File: config.mk
export PLATFORM = sky130hd
export DESIGN_NAME = key_debounce
export DESIGN_NICKNAME = d
export VERILOG_FILES = /design/src/rtl/key_pkg.sv /design/src/rtl/key_debounce_ch.sv /design/src/rtl/key_debounce.sv
export SDC_FILE = /design/constraint.sdc
export NUM_CORES = 1
export LEC_CHECK = 0
export CAP_MARGIN = 20
export CORE_MARGIN = 5
export CORE_UTILIZATION = 60
export DETAILED_ROUTE_END_ITERATION = 6
export PLACE_DENSITY = 0.86
export SLEW_MARGIN = 20
export SYNTH_ARGS = -nofsm -noshare
export SYNTH_HDL_FRONTEND = slang
export SYNTH_SLANG_ARGS = --single-unit
File: constraint.sdc
create_clock -name sys_clk -period 2.8 [get_ports sys_clk]
set_clock_uncertainty 0.15 [all_clocks]
set_input_delay 0.56 -clock sys_clk [delete_from_list [all_inputs] [get_ports sys_clk]]
set_output_delay 0.56 -clock sys_clk [all_outputs]
set_load 0.01 [all_outputs]
File: src/rtl/key_pkg.sv
// Shared types and defaults for the push-button debouncer.
package key_pkg;

    typedef enum logic [1:0] {
        ST_IDLE     = 2'd0,
        ST_PRESS_DB = 2'd1,
        ST_HELD     = 2'd2,
        ST_REL_DB   = 2'd3
    } key_state_t;

    localparam int DEF_NUM_KEYS          = 2;
    localparam int DEF_DEBOUNCE_CYCLES   = 270000;    // 10 ms at 27 MHz
    localparam int DEF_LONG_PRESS_CYCLES = 27000000;  // 1 s at 27 MHz

    // Counter width for a count of 0..limit-1; never below one bit.
    function automatic int cnt_w(input int limit);
        return (limit < 3) ? 1 : $clog2(limit);
    endfunction

endpackage

File: src/rtl/key_debounce_ch.sv
// One debounce channel: 2-flop synchronizer, debounce FSM, optional long-press
// hold counter (built only when KEY_LONG_PRESS_EN is defined).
module key_debounce_ch
    import key_pkg::*;
#(
    parameter int DEBOUNCE_CYCLES   = DEF_DEBOUNCE_CYCLES,
    parameter int LONG_PRESS_CYCLES = DEF_LONG_PRESS_CYCLES
) (
    input  logic i_clk,
    input  logic i_rst_n,
    input  logic i_key_n,
    output logic o_level,
    output logic o_press,
    output logic o_release,
    output logic o_long
);

    localparam int              DB_W    = cnt_w(DEBOUNCE_CYCLES);
    localparam logic [DB_W-1:0] DB_LAST = DB_W'(DEBOUNCE_CYCLES - 1);

    logic [1:0]      r_sync;
    logic            w_low;
    key_state_t      r_state;
    logic [DB_W-1:0] r_db_cnt;
    logic            r_level;
    logic            r_press;
    logic            r_release;

`ifdef KEY_LONG_PRESS_EN
    localparam int                HOLD_W    = cnt_w(LONG_PRESS_CYCLES);
    localparam logic [HOLD_W-1:0] HOLD_LAST = HOLD_W'(LONG_PRESS_CYCLES - 1);

    logic [HOLD_W-1:0] r_hold_cnt;
    logic              r_long_done;
    logic              r_long;

    assign o_long = r_long;
`else
    assign o_long = 1'b0;
`endif

    // Synchronizer resets to the released level so reset never looks like a press.
    always_ff @(posedge i_clk or negedge i_rst_n) begin
        if (!i_rst_n) r_sync <= 2'b11;
        else          r_sync <= {r_sync[0], i_key_n};
    end

    assign w_low = ~r_sync[1];

    always_ff @(posedge i_clk or negedge i_rst_n) begin
        if (!i_rst_n) begin
            r_state   <= ST_IDLE;
            r_db_cnt  <= '0;
            r_level   <= 1'b0;
            r_press   <= 1'b0;
            r_release <= 1'b0;
`ifdef KEY_LONG_PRESS_EN
            r_hold_cnt  <= '0;
            r_long_done <= 1'b0;
            r_long      <= 1'b0;
`endif
        end else begin
            r_press   <= 1'b0;
            r_release <= 1'b0;
`ifdef KEY_LONG_PRESS_EN
            r_long    <= 1'b0;
`endif
            case (r_state)
                ST_IDLE: begin
                    if (w_low) begin
                        r_state  <= ST_PRESS_DB;
                        r_db_cnt <= '0;
                    end
                end
                ST_PRESS_DB: begin
                    if (!w_low) begin
                        r_state  <= ST_IDLE;
                        r_db_cnt <= '0;
                    end else if (r_db_cnt == DB_LAST) begin
                        r_state  <= ST_HELD;
                        r_db_cnt <= '0;
                        r_level  <= 1'b1;
                        r_press  <= 1'b1;
`ifdef KEY_LONG_PRESS_EN
                        r_hold_cnt  <= '0;
                        r_long_done <= 1'b0;
`endif
                    end else begin
                        r_db_cnt <= r_db_cnt + 1'b1;
                    end
                end
                ST_HELD: begin
                    if (!w_low) begin
                        r_state  <= ST_REL_DB;
                        r_db_cnt <= '0;
                    end
`ifdef KEY_LONG_PRESS_EN
                    // Saturates at the limit; the done flag keeps a bounce from re-firing.
                    else if (r_hold_cnt == HOLD_LAST) begin
                        if (!r_long_done) begin
                            r_long      <= 1'b1;
                            r_long_done <= 1'b1;
                        end
                    end else begin
                        r_hold_cnt <= r_hold_cnt + 1'b1;
                    end
`endif
                end
                ST_REL_DB: begin
                    if (w_low) begin
                        r_state  <= ST_HELD;
                        r_db_cnt <= '0;
                    end else if (r_db_cnt == DB_LAST) begin
                        r_state   <= ST_IDLE;
                        r_db_cnt  <= '0;
                        r_level   <= 1'b0;
                        r_release <= 1'b1;
                    end else begin
                        r_db_cnt <= r_db_cnt + 1'b1;
                    end
                end
                default: begin
                    r_state  <= ST_IDLE;
                    r_db_cnt <= '0;
                    r_level  <= 1'b0;
                end
            endcase
        end
    end

    assign o_level   = r_level;
    assign o_press   = r_press;
    assign o_release = r_release;

endmodule

File: src/rtl/key_debounce.sv
// Multi-channel push-button debouncer; one independent key_debounce_ch per key.
// Long-press detection is enabled by defining KEY_LONG_PRESS_EN.
module key_debounce
    import key_pkg::*;
#(
    parameter int NUM_KEYS          = DEF_NUM_KEYS,
    parameter int DEBOUNCE_CYCLES   = DEF_DEBOUNCE_CYCLES,
    parameter int LONG_PRESS_CYCLES = DEF_LONG_PRESS_CYCLES
) (
    input  logic                sys_clk,
    input  logic                sys_rst_n,
    input  logic [NUM_KEYS-1:0] key_n,
    output logic [NUM_KEYS-1:0] key_level,
    output logic [NUM_KEYS-1:0] key_press,
    output logic [NUM_KEYS-1:0] key_release,
    output logic [NUM_KEYS-1:0] key_long
);

    genvar g;
    generate
        for (g = 0; g < NUM_KEYS; g++) begin : g_ch
            key_debounce_ch #(
                .DEBOUNCE_CYCLES  (DEBOUNCE_CYCLES),
                .LONG_PRESS_CYCLES(LONG_PRESS_CYCLES)
            ) u_ch (
                .i_clk    (sys_clk),
                .i_rst_n  (sys_rst_n),
                .i_key_n  (key_n[g]),
                .o_level  (key_level[g]),
                .o_press  (key_press[g]),
                .o_release(key_release[g]),
                .o_long   (key_long[g])
            );
        end
    endgenerate

endmodule

# Word level (Yosys, flattened, before mapping)

Cells that the tools add are included.

Memory bits (read-only): 0
Bits in latches: 0
Memories kept: 0
Memory bits (writable): 0
Flip-flop bits (word level): 52
Output and inout port bits: 8
Logic and storage cells: 94
Input bits: 4

Equality and inequality tests: 24
Reductions and logical operators: 10
Shifts and indexed selects: 0
Divide/modulo/power cells: 0
Bitwise gates (word level): 0
Magnitude comparators: 0
Multiply operators: 0
Multiplexer cells: 46
Add/sub/neg operators: 2

Operators with widths:

| cell                                                 | count |
|---|---|
| 2-to-1 mux 19 bit                                    | 10 |
| one-hot mux 19 bit (4 select lines)                  | 2 |
| adder 19 x 1 -> 19 bit (second input constant)       | 2 |
| equality test 19 bit (second input constant)         | 2 |
| 2-to-1 mux 2 bit                                     | 12 |
| 2-to-1 mux 1 bit                                     | 18 |
| != test 2 x 1 -> 1 bit (second input constant)       | 8 |
| one-hot mux 2 bit (4 select lines)                   | 2 |
| AND reduction 5 bit                                  | 2 |
| equality test 2 bit (second input constant)          | 4 |
| != test 2 bit (second input constant)                | 4 |
| AND reduction 4 bit                                  | 2 |
| != test 3 x 1 -> 1 bit (second input constant)       | 2 |
| != test 3 bit (second input constant)                | 2 |
| equality test 2 x 1 -> 1 bit (second input constant) | 2 |
| zero test 2 bit                                      | 2 |
| one-hot mux 1 bit (2 select lines)                   | 2 |
| AND reduction 2 bit                                  | 2 |
| nonzero test 2 bit                                   | 2 |

# Longest topological paths before layout

Word-level depth: 4
Mapped depth: 7

# Hierarchy

From an unflattened synthesis, not the netlist that was laid out.

Cells, all modules: 292
Area, all modules: 2,797.7 µm²

By module, submodules not included:

| module                          | cells each | area each (µm²) | seq. area each (µm²) | times used |
|---|---|---|---|---|
| key_debounce_ch at g_ch[1].u_ch | 150        | 1,436.4         | 653.1                | 1 |
| key_debounce_ch at g_ch[0].u_ch | 142        | 1,361.3         | 653.1                | 1 |

# Worst setup path after synthesis

No wires, ideal clock.

Kind: flip-flop to flip-flop
Start: register g_ch[1].u_ch.r_db_cnt[0]
End: register g_ch[1].u_ch.r_db_cnt[11]
Path buffers: 0
Period minus slack after synthesis: 1,983 ps
Arrival: 1,757 ps
Library setup time: 76 ps
Setup slack: 817 ps
Cell stages (with the launch flop): 7
Cell sequence: dfrtp_1 -> ha_1 -> and3_1 -> and4_4 -> a21o_4 -> or4_1 -> o21ai_1

Cells in the longest elaborated chain, start to end: 4
Elaborated cells between the ends (all ways): 6
Those cells by class: 1 x add/sub; 1 x eq/ne; 4 x mux

RTL lines:

| element                                                        | RTL line                                      | RTL |
|---|---|---|
| from (decl)                                                    | key_debounce_ch.sv:24                         | `logic [DB_W-1:0] r_db_cnt;` |
| from (signal assigned)                                         | key_debounce_ch.sv:89                         | `r_db_cnt <= r_db_cnt + 1'b1;` |
| from (signal assigned)                                         | key_debounce_ch.sv:119                        | `r_db_cnt <= r_db_cnt + 1'b1;` |
| adder 19 x 1 -> 19 bit or equality test 19 bit (tied branches) | --                                            |  |
| 2-to-1 mux 19 bit *                                            | key_debounce_ch.sv:79, key_debounce_ch.sv:113 |  |
| 2-to-1 mux 19 bit (on tied branches)                           | key_debounce_ch.sv:110, key_debounce_ch.sv:76 |  |
| one-hot mux 19 bit (4 select lines) *                          | key_debounce_ch.sv:68                         | `case (r_state)` |

Mark *: on every way between the ends. The rest lies on a longest branch, timed or not.
A chain may end at the register's enable or synchronous reset.

# Worst setup path after layout

Start: register g_ch[0].u_ch.r_db_cnt[0]
End: register g_ch[0].u_ch.r_db_cnt[11]

Cells in the longest elaborated chain, start to end: 4
Elaborated cells between the ends (all ways): 6
Those cells by class: 1 x add/sub; 1 x eq/ne; 4 x mux

RTL lines:

| element                                                        | RTL line |
|---|---|
| from (decl)                                                    | key_debounce_ch.sv:24 |
| from (signal assigned)                                         | key_debounce_ch.sv:89 |
| from (signal assigned)                                         | key_debounce_ch.sv:119 |
| adder 19 x 1 -> 19 bit or equality test 19 bit (tied branches) | -- |
| 2-to-1 mux 19 bit *                                            | key_debounce_ch.sv:79, key_debounce_ch.sv:113 |
| 2-to-1 mux 19 bit (on tied branches)                           | key_debounce_ch.sv:110, key_debounce_ch.sv:76 |
| one-hot mux 19 bit (4 select lines) *                          | key_debounce_ch.sv:68 |

Marks and branches as above.

==> impl_metrics.env <==
export IMPL_status="complete, no violations"
export IMPL_cts_sinks=52
export IMPL_clockRootBuffer="clkbuf_8"
export IMPL_p_sw_uw=318
export IMPL_die_x_um=78.1
export IMPL_power_density_mw_per_mm2=516
export IMPL_die_y_um=78.1
export IMPL_synth_distinct_cells=53
export IMPL_syn_avg_cell_area_um2=9.24
export IMPL_yosys_area_share_simple_pct=27.7
export IMPL_end_kind="flop"
export IMPL_synth_compound_area_share_pct=15.6
export IMPL_first_pass_iters=5
export IMPL_crit_chain="ha_1, and3_1, and4_1, a21oi_2, a41oi_1, a31oi_1"
export IMPL_viasPerCell=6.34
export IMPL_drt_iter0_drc=236
export IMPL_final_util_pct=68.2
export IMPL_grtUsageTotal_pct=20.5
export IMPL_wirelength_um=5760
export IMPL_hold_class="input port to async pin"
export IMPL_swShare_pct=20.5
export IMPL_synth_adder_area_share_pct=0.900
export IMPL_rows=24
export IMPL_r2r_end="g_ch[0].u_ch.r_db_cnt[11]"
export IMPL_final_period_utilization_pct=83.7
export IMPL_slew_viol_final=0
export IMPL_fmax_mhz=427
export IMPL_numCtsBuffers=5
export IMPL_ys_warn_count=0
export IMPL_drv_cap=0
export IMPL_ys_seq_area_share_pct=47.0
export IMPL_areaGrowthSynthToFinish_pct=8.23
export IMPL_synth_xor_xnor_area_share_pct=1.57
export IMPL_hold_buffers=0
export IMPL_r2r_slack_ns=0.46
export IMPL_startpoint_type="flop"
export IMPL_crit_family="compound AO/OA/AOI/OAI gates"
export IMPL_fillers=334
export IMPL_post_drt_wl_per_cell_um=16.1
export IMPL_clk_latency_ns=0.31
export IMPL_cp_data_arrival_time_ns=2.42
export IMPL_synth_top_family_by_area="simple AND/OR/NAND/NOR gates"
export IMPL_intPower_uw=1230
export IMPL_drt_drc_violations_left=0
export IMPL_worst_pin_slew_ns=0.763
export IMPL_final_setup_viol_count=0
export IMPL_crit_buf_inv=0
export IMPL_antenna_found_initial=0
export IMPL_grt_max_degree=35
export IMPL_crit_path_top_delay_cell="a21oi_2"
export IMPL_io_buffers=9
export IMPL_r2r_cells=6
export IMPL_core_mm2=0.00441
export IMPL_cts_setup_buffers=0
export IMPL_max_slew_margin_rel_pct=48.9
export IMPL_fin_crit_ns=2.34
export IMPL_start_util_pct=63.0
export IMPL_fin_nets=311
export IMPL_final_cell_mix="48 x dfrtp_1, 34 x nand3_1, 28 x nand2_1, 24 x o21ai_0, 18 x nor2_1"
export IMPL_hold_viol_final=0
export IMPL_slowest_delay_ns=0.56
export IMPL_tns_ns=0
export IMPL_clk_pin_slew_worst_paths_ns=0.10
export IMPL_ir_drop_mv=0.350
export IMPL_synth_seq_cells=52
export IMPL_path_class="flop to flop"
export IMPL_pwr_share_comb_pct=5.3
export IMPL_synthArstFlopShare_pct=100
export IMPL_hold_slack_ns=0.154
export IMPL_final_common_cell="dfrtp_1"
export IMPL_gp_congestion=0.888
export IMPL_power_leakage_uw=0.00132
export IMPL_grt_pass1_vias=2093
export IMPL_ant_nets=0
export IMPL_hpwl_um=3910
export IMPL_rsz0062_at_grt="no"
export IMPL_die_area_mm2=0.00610
export IMPL_synth_mux_area_share_pct=1.48
export IMPL_grt_overflow_total=0
export IMPL_seq_power_share_pct=49.8
export IMPL_htreeDepth=2
export IMPL_ctsResizeCount=0
export IMPL_synth_edf_count=0
export IMPL_dr_total_vias=2270
export IMPL_grt_pass1_wl_um=10400
export IMPL_netlist_area_mm2=0.00278
export IMPL_ios=12
export IMPL_clk_path_buf_depth=2
export IMPL_r2r_start="g_ch[0].u_ch.r_db_cnt[0]"
export IMPL_dp_slack_ns=0.519
export IMPL_clock_power_share_pct=44.9
export IMPL_worst_slack_ns=0.457
export IMPL_crit_path_max_fanout=15
export IMPL_required_ns=2.88
export IMPL_tritoncts="yes"
export IMPL_drive_above_1_share_pct=12.1
export IMPL_synth_ff_type="dfrtp_1"
export IMPL_netlist_instances=301
export IMPL_antenna_cells=0
==> metrics by stage <==
| step | std cells | total power, uW | cell area (um2) |
|---|---|---|---|
| after floorplan | 302 | 838 | 2790 |
| after global placement | 350 | 866 | 2850 |
| after detailed placement | 350 | 869 | 2850 |
| after CTS | 358 | 1560 | 3010 |
| after global routing | 358 | 1620 | 3010 |
| final | 358 | 1550 | 3010 |
==> worst max path at each step <==
stage	startpoint	endpoint	slack (ns)	cells after the start
5_1_grt	g_ch[0].u_ch.r_db_cnt[0]	g_ch[0].u_ch.r_db_cnt[11]	0.29	6
2_1_floorplan	g_ch[1].u_ch.r_db_cnt[0]	g_ch[1].u_ch.r_db_cnt[11]	0.82	6
6_report	g_ch[0].u_ch.r_db_cnt[0]	g_ch[0].u_ch.r_db_cnt[11]	0.46	6
4_1_cts	g_ch[0].u_ch.r_db_cnt[0]	g_ch[0].u_ch.r_db_cnt[11]	0.47	6
3_3_place_gp	g_ch[0].u_ch.r_db_cnt[0]	g_ch[0].u_ch.r_db_cnt[11]	0.58	6
3_5_place_dp	g_ch[0].u_ch.r_db_cnt[0]	g_ch[0].u_ch.r_db_cnt[11]	0.52	6
==> logic make-up (layout without fill, tap and decap cells) <==
logic type / count (synthesis) / after routing
xor gates and xnor gates: 2 / 2
adders and majority gates: 2 / 2
buffers and inverters: 30 / 34
muxes: 4 / 4
and+or+nand+nor: 141 / 141
other: 1 / 2
DFF: 52 / 52
AOI/OAI and AO/OA: 69 / 69
==> synthesized netlist by cell type, types with 2 or more instances <==
cell | instances | share of area (%)
a21o_1 | 10 | 2.7
a21oi_1 | 17 | 3.1
a21oi_2 | 2 | 0.63
a22o_1 | 2 | 0.63
a2bb2oi_1 | 2 | 0.63
a31oi_1 | 2 | 0.45
and2_2 | 2 | 0.54
and3_1 | 5 | 1.1
buf_2 | 4 | 0.72
buf_4 | 9 | 2.4
clkbuf_1 | 2 | 0.27
dfrtp_1 | 48 | 43
dfstp_2 | 4 | 3.8
ha_1 | 2 | 0.90
inv_1 | 14 | 1.9
mux2i_1 | 3 | 1.1
nand2_1 | 28 | 3.8
nand3_1 | 34 | 6.1
nand4_1 | 10 | 2.2
nor2_1 | 18 | 2.4
nor3_1 | 9 | 1.6
nor3_2 | 2 | 0.72
nor3b_1 | 2 | 0.54
nor4_1 | 6 | 1.3
nor4b_1 | 2 | 0.63
nor4bb_1 | 2 | 0.72
o211a_1 | 2 | 0.72
o21ai_0 | 24 | 4.3
or3_1 | 7 | 1.6
or3_2 | 4 | 1.1
==> layer usage <==
metal  track usage [%]  wire [um]  vias to the layer above
li1                  -          -                     1091
met1              31.2       2710                     1080
met2              30.2       2660                       91
met3              4.23        329                        8
met4              4.56         59                        0
met5                 0          0                        -
==> power by group through the flow <==
stage / logic (uW) / registers [uW] / clock network [uW]
2_1_floorplan: 52.5 / 786 / 0
3_3_place_gp: 78.9 / 787 / 0
3_5_place_dp: 81.3 / 788 / 0
4_1_cts: 82.4 / 773 / 707
5_1_grt: 93.8 / 776 / 747
6_report: 81.5 / 774 / 697
==> area by class of cell <==
type                            instances  area [um2]  area share (%)
Clock inverter                          3        90.1            2.99
Clock buffer                            5        68.8            2.29
Sequential cell                        52        1310            43.4
Tap cell                               52        65.1            2.16
Inverter                               14        52.6            1.75
Timing Repair Buffer                   12         108            3.57
Multi-Input combinational cell        220        1320            43.8
==> sequential cells by signal, indices dropped and copies added, names as in the netlist, named ones only <==
| signal | count |
|---|---|
| g_ch.u_ch.o_level | 2 |
| g_ch.u_ch.o_press | 2 |
| g_ch.u_ch.o_release | 2 |
| g_ch.u_ch.r_db_cnt | 38 |
| g_ch.u_ch.r_state | 2 |
| g_ch.u_ch.r_sync | 4 |
(Power assumes the default switching activity.)
